**src/rtl/seg7_pkg.sv**
```systemverilog
// Shared definitions for 7-segment display encode/decode blocks.
//   SEG_HEX   : active-low gfedcba code for each hex digit 0..F
//   SEG_BLANK : all segments off
//   NIBBLE_W  : width of one recovered hex digit
//   seg_dec_t : result of decoding one 7-bit segment pattern
package seg7_pkg;

    localparam int NIBBLE_W = 4;

    localparam logic [6:0] SEG_BLANK = 7'h7F;

    localparam logic [6:0] SEG_HEX [16] = '{
        7'h40, 7'h79, 7'h24, 7'h30, 7'h19, 7'h12, 7'h02, 7'h78,
        7'h00, 7'h10, 7'h08, 7'h03, 7'h46, 7'h21, 7'h06, 7'h0E
    };

    typedef struct packed {
        logic [NIBBLE_W-1:0] nibble;
        logic                blank;
        logic                err;
    } seg_dec_t;

endpackage

```
**src/rtl/seg7_pattern_decode.sv**
```systemverilog
// Combinational decode of one active-low 7-segment pattern.
//   pattern : segment lines, active-low, bit0=a ... bit6=g
//   result  : {nibble, blank, err}; blank for all-off, err for any
//             pattern that is not a hex glyph (nibble forced to 0 for both)
module seg7_pattern_decode
    import seg7_pkg::*;
(
    input  logic [6:0] pattern,
    output seg_dec_t   result
);

    always_comb begin
        result     = '0;
        result.err = 1'b1;
        if (pattern == SEG_BLANK) begin
            result.err   = 1'b0;
            result.blank = 1'b1;
        end else begin
            for (int i = 0; i < 16; i++) begin
                if (pattern == SEG_HEX[i]) begin
                    result.nibble = NIBBLE_W'(i);
                    result.err    = 1'b0;
                end
            end
        end
    end

endmodule

```
**src/rtl/seg7_scan_decoder.sv**
```systemverilog
// Recovers the hex value on each digit of a multiplexed active-low
// 7-segment display bus and presents complete frames on valid/ready.
//   clk         : system clock
//   rst_n       : synchronous active-low reset
//   seg_n       : segment lines, active-low, bit0=a ... bit6=g
//   an_n        : digit strobes, active-low, bit i = digit i
//   frame_ready : consumer accepts the frame
//   frame_valid : frame available
//   frame_hex   : nibble i at bits [4i+3:4i]
//   frame_blank : digit i showed all segments off
//   frame_err   : digit i showed a non-hex pattern
//   overrun     : sticky, a pending frame was modified before acceptance
module seg7_scan_decoder
    import seg7_pkg::*;
#(
    parameter int DIGITS = 4,
    parameter int STABLE = 3
) (
    input  logic                         clk,
    input  logic                         rst_n,
    input  logic [6:0]                   seg_n,
    input  logic [DIGITS-1:0]            an_n,
    input  logic                         frame_ready,
    output logic                         frame_valid,
    output logic [NIBBLE_W*DIGITS-1:0]   frame_hex,
    output logic [DIGITS-1:0]            frame_blank,
    output logic [DIGITS-1:0]            frame_err,
    output logic                         overrun
);

    localparam int CNT_W = $clog2(STABLE + 1);
    localparam int IDX_W = (DIGITS > 1) ? $clog2(DIGITS) : 1;
    localparam logic [CNT_W-1:0] CNT_MAX = CNT_W'(STABLE);

    localparam logic [0:0] ST_EMPTY = 1'b0;
    localparam logic [0:0] ST_FULL  = 1'b1;

    // Input stage
    logic [6:0]        s_seg;
    logic [DIGITS-1:0] s_an;

    // Stability tracking
    logic [CNT_W-1:0]  cnt_reg, cnt_next;
    logic [IDX_W-1:0]  prev_idx_reg;
    logic [6:0]        prev_seg_reg;
    logic              prev_valid_reg;

    // Frame assembly
    logic [DIGITS-1:0] seen_reg, seen_next;
    logic [0:0]        state_reg;

    logic [DIGITS-1:0] an_low;
    logic              an_one;
    logic [IDX_W-1:0]  idx;
    logic              changed;
    logic              capture;
    logic              seen_full;
    logic              transfer;
    logic              overrun_set;
    seg_dec_t          dec;

    logic [NIBBLE_W*DIGITS-1:0] shadow_hex;
    logic [DIGITS-1:0]          shadow_blank;
    logic [DIGITS-1:0]          shadow_err;

    seg7_pattern_decode u_decode (
        .pattern (s_seg),
        .result  (dec)
    );

    // A strobe is usable only when exactly one digit line is low.
    always_comb begin
        an_low = ~s_an;
        an_one = (an_low != '0) && ((an_low & (an_low - DIGITS'(1))) == '0);
        idx    = '0;
        for (int i = 0; i < DIGITS; i++) begin
            if (an_low[i]) begin
                idx = idx | IDX_W'(i);
            end
        end
    end

    // The counter restarts whenever the (digit, pattern) pair differs from
    // the previous cycle; capture fires on the edge where it reaches STABLE,
    // and the saturation check keeps it to one capture per stable period.
    always_comb begin
        changed = !prev_valid_reg || (idx != prev_idx_reg) || (s_seg != prev_seg_reg);
        if (!an_one) begin
            cnt_next = '0;
        end else if (changed) begin
            cnt_next = CNT_W'(1);
        end else if (cnt_reg != CNT_MAX) begin
            cnt_next = cnt_reg + CNT_W'(1);
        end else begin
            cnt_next = cnt_reg;
        end
        capture = an_one && (cnt_next == CNT_MAX) && (changed || (cnt_reg != CNT_MAX));
    end

    // A transfer copies the shadow out; a capture on the same edge lands
    // after the clear so its slot remains marked for the next frame.
    always_comb begin
        seen_full   = &seen_reg;
        transfer    = seen_full && ((state_reg == ST_EMPTY) || frame_ready);
        overrun_set = capture && seen_full && frame_valid && !frame_ready;
        seen_next   = transfer ? '0 : seen_reg;
        if (capture) begin
            seen_next[idx] = 1'b1;
        end
    end

    // One shadow slot per digit.
    for (genvar gi = 0; gi < DIGITS; gi++) begin : g_slot
        seg_dec_t slot_reg;

        always_ff @(posedge clk) begin
            if (!rst_n) begin
                slot_reg <= '0;
            end else if (capture && (idx == IDX_W'(gi))) begin
                slot_reg <= dec;
            end
        end

        assign shadow_hex[gi*NIBBLE_W +: NIBBLE_W] = slot_reg.nibble;
        assign shadow_blank[gi]                    = slot_reg.blank;
        assign shadow_err[gi]                      = slot_reg.err;
    end

    always_ff @(posedge clk) begin
        if (!rst_n) begin
            s_seg          <= '0;
            s_an           <= '0;
            cnt_reg        <= '0;
            prev_idx_reg   <= '0;
            prev_seg_reg   <= '0;
            prev_valid_reg <= 1'b0;
            seen_reg       <= '0;
            state_reg      <= ST_EMPTY;
            frame_valid    <= 1'b0;
            frame_hex      <= '0;
            frame_blank    <= '0;
            frame_err      <= '0;
            overrun        <= 1'b0;
        end else begin
            s_seg          <= seg_n;
            s_an           <= an_n;
            cnt_reg        <= cnt_next;
            prev_idx_reg   <= idx;
            prev_seg_reg   <= s_seg;
            prev_valid_reg <= an_one;
            seen_reg       <= seen_next;

            if (overrun_set) begin
                overrun <= 1'b1;
            end

            if (transfer) begin
                frame_hex   <= shadow_hex;
                frame_blank <= shadow_blank;
                frame_err   <= shadow_err;
                frame_valid <= 1'b1;
                state_reg   <= ST_FULL;
            end else if ((state_reg == ST_FULL) && frame_ready) begin
                frame_valid <= 1'b0;
                state_reg   <= ST_EMPTY;
            end
        end
    end

endmodule
```
**config.mk**
```make
export PLATFORM = sky130hd
export DESIGN_NAME = seg7_scan_decoder
export DESIGN_NICKNAME = d
export VERILOG_FILES = /design/src/rtl/seg7_pkg.sv /design/src/rtl/seg7_pattern_decode.sv /design/src/rtl/seg7_scan_decoder.sv
export SDC_FILE = /design/constraint.sdc
export NUM_CORES = 1
export LEC_CHECK = 0
export ABC_AREA = 1
export CAP_MARGIN = 15
export CELL_PAD_IN_SITES_DETAIL_PLACEMENT = 1
export CELL_PAD_IN_SITES_GLOBAL_PLACEMENT = 2
export CORE_MARGIN = 2
export CORE_UTILIZATION = 31
export CTS_CLUSTER_DIAMETER = 30
export DETAILED_ROUTE_END_ITERATION = 16
export PLACE_DENSITY = 0.91
export SLEW_MARGIN = 20
export SYNTH_ARGS = -nofsm -noshare
export SYNTH_HDL_FRONTEND = slang
export SYNTH_SLANG_ARGS = --single-unit
```
**constraint.sdc**
```tcl
create_clock -name clk -period 2.45 [get_ports clk]
set_clock_uncertainty 0.2 [all_clocks]
set_input_delay 0.3675 -clock clk [delete_from_list [all_inputs] [get_ports clk]]
set_output_delay 0.3675 -clock clk [all_outputs]
set_load 0.05 [all_outputs]
```
# After elaboration in Yosys (flattened, before gate mapping)
# Cells that the tools add are included.
# W data, S select, Z words.
[word_totals]
wordCells = 126
reg_bits = 77
out_inout_bits = 26
in_bits = 14
[classes]
n_eq_ne = 23
n_reduce_logical = 25
bitwise_logic = 4
n_lt_le_gt_ge = 2
add_sub_neg = 2
muxes = 46
[ops]
columns = ["cell", "count"]
rows = [
  ["$mux W4", 11],
  ["$eq A7 B7 Y1 const B", 5],
  ["$mux W1", 23],
  ["$eq A7 B5 Y1 const B", 3],
  ["$eq A7 B6 Y1 const B", 3],
  ["$eq A7 B2 Y1 const B", 2],
  ["$eq A7 B4 Y1 const B", 2],
  ["$mux W2", 7],
  ["$logic_and A1 B1 Y1", 13],
  ["$mux W3", 4],
  ["$eq A7 B3 Y1 const B", 1],
  ["$logic_not A7 Y1", 1],
  ["$ne A7 B7 Y1", 1],
  ["$eq A2 B2 Y1 const B", 3],
  ["$and A4 B4 Y4", 1],
  ["$logic_not A4 Y1", 1],
  ["$logic_or A1 B1 Y1", 4],
  ["$not A4 Y4", 1],
  ["$or A4 B4 Y4", 1],
  ["$reduce_and A4 Y1", 1],
  ["$reduce_bool A4 Y1", 1],
  ["$sub A4 B1 Y4 const B", 1],
  ["$lt A2 B3 Y1 const B", 1],
  ["$add A2 B1 Y2 const B", 1],
  ["9 further kinds", 10],
]

# Longest topological paths before layout
# Gate-level depths: netlist (run 1).
[depth]
depth_word = 18
depth_mapped = 12
depth_no_buf = 10

# Modules after synthesis
# A second synthesis (run 1) with hierarchy kept.
[unflattened]
hier_cells = 508
hier_area_um2 = 3579.7
[modules_own_cells]
columns = ["module", "seq_area_each_um2", "instances", "area_each_um2", "cells_each"]
rows = [
  ["seg7_scan_decoder", 1541.5, 1, 3263.1, 442],
  ["seg7_pattern_decode", 0.0, 1, 316.6, 66],
]

# Least setup slack after synthesis (run 1)
# No wires, ideal clock.
[synth_timing]
path_type = "register to register"
start = "register s_seg[1]"
end = "register g_slot[0].slot_reg[0] (netlist bit)"
period_less_slack_ps = 1693
setup_time_ps = 113
required_time_ps = 2137
path_stages_with_launch = 12
t_arrival_ps = 1380
path_slack_ps = 757
path_buffers = 2
cell_sequence = "dfxtp_1 > buf_2 > inv_2 > nand2_1 > nand2_1 > nor2_1 > nand3_4 > nor2_8 > nand4_2 > buf_6 > nor2_1 > nor2_1"
[synth_between]
elab_chain_len = 18
[synth_lines]
columns = ["item", "line_no", "rtl"]
rows = [
  ["start, declared", "seg7_scan_decoder.sv:39", "logic [6:0] s_seg;"],
  ["start signal, assigned", "seg7_scan_decoder.sv:145", "s_seg <= seg_n;"],
  ["$eq A7 B7 Y1", "seg7_pattern_decode.sv:20", "if (pattern == SEG_HEX[i]) begin"],
  ["$mux W1 (16 in a row)", "seg7_pattern_decode.sv:20", ""],
  ["$mux W1", "seg7_pattern_decode.sv:15", "if (pattern == SEG_BLANK) begin"],
  ["end signal, assigned", "seg7_scan_decoder.sv:118", "slot_reg <= '0;"],
  ["end signal, assigned", "seg7_scan_decoder.sv:120", "slot_reg <= dec;"],
  ["end, declared", "seg7_scan_decoder.sv:114", "seg_dec_t slot_reg;"],
]
# Parallel ways exist; a longest one is shown, timed or not.
# A chain may end at the register's enable or synchronous reset.

# Worst setup path in the final report (run 1)
# Ends and elaborated chain as after synthesis.

==> results of run 1 <==
cells in the mapped netlist, drive strengths merged (3+ instances only):
master  count
nand2     116
nor2       81
dfxtp      77
inv        76
o21ai      30
a21oi      28
nand3      18
clkbuf      9
nand4       9
buf         8
nor3        4
o21bai      3
through the flow:
stage	instance area [um^2]	instances	setup WS, ns	util [%]	power, W
floorplan	3260	464	0.757	-	0.00141
global placement	3750	624	0.362	36.5	0.00146
detailed placement	3750	624	0.378	36.5	0.00146
CTS	3930	640	0.314	38.3	0.00235
global route	3930	640	0.150	38.3	0.00243
finish	3930	640	0.361	38.3	0.00230
final cells by class:
cell class,count,area share (%)
timing repair buffer,41,10.5
clock buffer,9,3.15
clock inverter,7,1.43
tap,136,4.33
sequential,77,39.2
multi-input combinational,294,34.1
inverter,76,7.26
critical path, stage by stage, from the launching register on:
cell,delay [ns]
dfxtp_1,0.40
nor2_1,0.41
nand4_1,0.22
and3_1,0.23
nand2_1,0.21
nor2_1,0.15
nor2_1,0.12
nor2_1,0.06
where the power goes:
group | internal, W | switching [W] | leakage [nW]
logic | 0.0000499 | 0.0000926 | 1.25
clock network | 0.000377 | 0.000496 | 0.0789
registers | 0.00127 | 0.0000197 | 0.625
total | 0.00170 | 0.000608 | 1.95
cells by family after synthesis:
logic type	Yosys count
DFF	77
AOI/OAI and AO/OA	63
buffers and inverters	93
and+or+nand+nor	231
final timing paths:
| kind | start | to | slack (ns) | cells past startpoint |
|---|---|---|---|---|
| worst max register to register | s_seg[1] | g_slot[0].slot_reg[0] | 0.36 | 7 |
| worst min register to register | g_slot[1].slot_reg[4] | frame_hex[6] | 0.26 | 2 |
| worst max-delay path | s_seg[1] | g_slot[0].slot_reg[0] | 0.36 | 7 |
| worst min-delay path | g_slot[1].slot_reg[4] | frame_hex[6] | 0.26 | 2 |
metal layers:
metal	up-vias	track usage, %
li1	1484	-
met1	1327	16.5
met2	43	26.6
met3	7	3.10
met4	0	4.73
met5	-	0
cells in the final DEF (no fill, tap or decap):
master             n
a21oi_1           28
and2_1             1
and3_1             1
buf_12             1
buf_2              1
buf_4              1
clkbuf_8           9
clkdlybuf4s50_1   38
clkinvlp_4         4
dfxtp_1           77
inv_1             69
inv_2              7
inv_6              3
nand2_1          113
nand2_2            3
nand3_1           17
nand3_4            1
nand3b_1           1
nand4_1            6
nand4_2            2
nand4_4            1
nor2_1            77
nor2_2             3
nor2_8             1
nor3_1             2
nor3_2             1
nor3_4             1
o211ai_1           1
o21ai_0           28
o21ai_1            2
o21bai_1           3
o31ai_1            1
==> results.cfg, run 1 <==
[synth]
synth_top_family_by_area = simple AND/OR/NAND/NOR gates
synth.area.top_cells = dfxtp_1 (47%), nand2_1 (13%), nor2_1 (9.0%)
synth-simple-area-share_pct = 31.0
ys_ff_latch = 77
synth_ff_type = dfxtp_1
synth_mux_area_share_pct = 0
syn_area_per_cell_um2 = 7.03
synth_xor_area_share_pct = 0
synth_cell_type_count = 29
synth_area_um2 = 3260
yosys.area.top_type = dfxtp_1
synthCells = 464
synth_edf_count = 0
ys_warn_count = 0
synth_compound_area_share_pct = 10.0
synth_nets = 478
synth_adder_area_share_pct = 0
yosysTopAreaCellShare_pct = 47.2
synth-seq-area-share_pct = 47.2
synth_async_sr_flop_share_pct = 0

[clocking]
ctsHoldBuffers = 0
cts_buffers = 9
ctsLongestPathBuffers = 2
cts_tree = built
clkSinkCount = 77
htreeDepth = 3
root_buffer = clkbuf_8
post_cts_buffers = 0
clk_latency_ns = 0.35
cts_resized = 0
cts.reportedPaths.clkPinSlew_ns = 0.09

[timing]
hold-worst-slack_ns = 0.260
post-route-period-util_pct = 85.3
layout_min_cycle_time_ns = 2.09
max_freq_ghz = 0.479
setup_tns_ns = 0
worst_slew_pin_slew_ns = 0.608
rsz0062_at_grt = false
slew_viol_final = 0
finalSetupViolCount = 0
slew-limit-headroom_pct = 59.5
final_hold_viol_count = 0

[die]
rows = 37
die_area_um2 = 11400
die_width_um = 107
core_um2 = 10300
start_util_pct = 31.8
die_h_um = 107
ios = 40

[critical_path]
cp_max_fo = 8
worstSetupPathType = flop to flop
crit_path_start_kind = flop
cp.required_ns = 2.49
critPathArrivalTime_ns = 2.13
end_kind = flop

[power]
irDropWorstVdd_v = 0.000283
cellLeakagePower_nw = 1.95
powerDensity_nw_per_um2 = 586

[detailed_routing]
drt-met1-wl_um = 3410
ant_nets = 0
met2_length_um = 3840
vias_per_cell = 4.47
via_count = 2861
wl_per_cell_um = 11.9
dr_wl_met3_um = 241
drcViolationCount = 0
routed_wl_um = 7590
drt_iter0_drc = 88
drtPass1Iterations = 4
top_layer = met4

[finish]
multi_input_area_um2 = 1340
largest_reg_flops = 24
area_growth_pct = 20.5
layout-drive-gt1-share_pct = 7.74
register_area_um2 = 1540
antenna_cells = 0
final_nets = 513
fill_cells = 1291

[global_routing]
grt_first_pass_wirelength_um = 13200
grt_pass1_vias = 2895
antenna_found_initial = 0
grt_max_degree = 64
track_usage_pct = 14.4
grt-ovfl-total = 0

[place]
place_congestion = 0.842
io_buffers = 39
hpwl_um = 5560

[flow_run]
cap_violations = 0

[outcome]
status = complete, no violations

[hold_path]
hold_path.class = flop to flop
Note: power is estimated with default switching activity, not from simulation.
==> run 2, diff against run 1 <==
--- a/config.mk
+++ b/config.mk
@@ -6,7 +6,6 @@
 export NUM_CORES = 1
 export LEC_CHECK = 0
 export ABC_AREA = 1
-export CAP_MARGIN = 15
 export CELL_PAD_IN_SITES_DETAIL_PLACEMENT = 1
 export CELL_PAD_IN_SITES_GLOBAL_PLACEMENT = 2
 export CORE_MARGIN = 2
==> results of run 2 <==
The final DEF is identical to that of run 1; final timing and power are the same.
==> run 3, diff against run 2 <==
--- a/config.mk
+++ b/config.mk
@@ -9,10 +9,12 @@
 export CELL_PAD_IN_SITES_DETAIL_PLACEMENT = 1
 export CELL_PAD_IN_SITES_GLOBAL_PLACEMENT = 2
 export CORE_MARGIN = 2
-export CORE_UTILIZATION = 31
+export CORE_UTILIZATION = 32
+export CTS_BUF_LIST = sky130_fd_sc_hd__clkbuf_4 sky130_fd_sc_hd__clkbuf_8
 export CTS_CLUSTER_DIAMETER = 30
 export DETAILED_ROUTE_END_ITERATION = 16
-export PLACE_DENSITY = 0.91
+export PLACE_DENSITY = 0.93
+export SKIP_LAST_GASP = 1
 export SLEW_MARGIN = 20
 export SYNTH_ARGS = -nofsm -noshare
 export SYNTH_HDL_FRONTEND = slang
==> run 3 against run 2 <==
Net effect:
- combinational power is essentially flat
- via count grew 0.31%
- register-to-register slack lost 0.07 ns
- design area shrank 0.22%
- utilization grew 1.7 points
- clock power grew 6.9%
- power grew 2.6%
- first-iteration DRC count shrank 2.3%
- non-clock buffer count is the same
- die area shrank 3.0%
==> results.cfg, run 3 (same netlist as run 1, synthesis figures left out) <==
[critical_path]
end_kind = flop
cp_max_fo = 8
critPathArrivalTime_ns = 2.22
crit_path_start_kind = flop
cp.required_ns = 2.51
worstSetupPathType = flop to flop

[detailed_routing]
wl_per_cell_um = 12.1
ant_nets = 0
vias_per_cell = 4.51
routed_wl_um = 7680
via_count = 2870
drt_iter0_drc = 86
drtPass1Iterations = 4
drcViolationCount = 0

[place]
hpwl_um = 5570
place_congestion = 0.859
post_dp_cell_area_um2 = 3730
io_buffers = 39

[finish]
layout_commonest_cell = nand2_1
final_cell_mix = nand2_1 (113), nor2_1 (77), dfxtp_1 (77), inv_1 (69), clkdlybuf4s50_1 (38)
final_nets = 513
multi_input_area_um2 = 1340
fill_cells = 1281
largest_reg_flops = 24
register_area_um2 = 1540
antenna_cells = 0
area_growth_pct = 20.2
layout-drive-gt1-share_pct = 7.74
stdcell_area_um2 = 3920

[clocking]
post_cts_buffers = 0
cts.reportedPaths.clkPinSlew_ns = 0.09
cts_tree = built
ctsLongestPathBuffers = 2
ctsHoldBuffers = 0
cts_buffers = 9
clk_latency_ns = 0.36
root_buffer = clkbuf_8
clkSinkCount = 77
htreeDepth = 3
cts_resized = 0

[global_routing]
grt_first_pass_wirelength_um = 13600
track_usage_pct = 15.3
grt_max_degree = 64
grt_pass1_vias = 2861
grt-ovfl-total = 0
antenna_found_initial = 0

[timing]
worst_slew_pin_slew_ns = 0.591
setup_tns_ns = 0
finalSetupViolCount = 0
slew_viol_final = 0
max_freq_ghz = 0.462
slew-limit-headroom_pct = 60.6
final_hold_viol_count = 0
post-route-period-util_pct = 88.3
rsz0062_at_grt = false
layout_min_cycle_time_ns = 2.16

[die]
ios = 40
rows = 36
start_util_pct = 33.2
die_h_um = 105
die_width_um = 105
core_um2 = 9820
die_area_um2 = 11000

[flow_run]
cap_violations = 0

[hold_path]
hold_path.class = input port to flop

[power]
powerDensity_nw_per_um2 = 603
irDropWorstVdd_v = 0.000238
cellLeakagePower_nw = 1.96

[outcome]
status = complete, no violations
==> run 3: changes by cell type in the layout (fill, tap and decap cells not counted), sizes merged <==
| cell | before | now |
|---|---|---|
| inv | 79 | 80 |
| clkinv | 0 | 1 |
| clkinvlp | 4 | 2 |
==> run 3: worst paths after layout <==
check	start	depth (start not counted)	slack, ns	end
setup / recovery	s_seg[1]	7	0.29	g_slot[0].slot_reg[0]
hold / removal	rst_n	3	0.23	prev_idx_reg[0]
setup reg to reg	s_seg[1]	7	0.29	g_slot[0].slot_reg[0]
hold reg to reg	overrun	2	0.25	overrun
==> run 3: worst max-delay path, cell delays in order, from the launching register on <==
cell     delay [ns]
dfxtp_1        0.41
nor2_1         0.44
nand4_1        0.21
and3_1         0.23
nand2_1        0.22
nor2_1         0.17
nor2_1         0.12
nor2_1         0.06
==> run 3: routing by layer <==
metal	GRT usage, %	vias up	wire [um]
met1	19.3	1334	3590
met2	25.6	34	3740
met5	0	-	0
met4	6.86	0	160
met3	2.62	13	192
li1	-	1489	-
==> run 3: cell type report <==
cell class	count	share of cell area, %
clock buffers	9	3.16
clock inverters	7	1.63
flip-flops and latches	77	39.3
repair buffers	41	10.2
well taps	133	4.24
multi-input cells	294	34.2
inverters	76	7.27
==> run 3: power breakdown <==
part	switching (W)	internal (W)	total [W]	leakage [nW]
clock network	0.000544	0.000390	0.000934	0.0903
logic	0.0000927	0.0000499	0.000143	1.25
registers	0.0000198	0.00127	0.00129	0.625
==> run 3: stage by stage <==
step	setup slack, ns	hold WS, ns	instances	total power [W]	util (%)
after floorplan	0.757	0.230	464	0.00141	-
after global placement	0.346	0.239	621	0.00146	38.0
after detailed placement	0.358	0.247	621	0.00146	38.0
after CTS	0.315	0.234	637	0.00240	39.9
after global routing	0.167	0.253	637	0.00249	39.9
final	0.286	0.228	637	0.00236	39.9
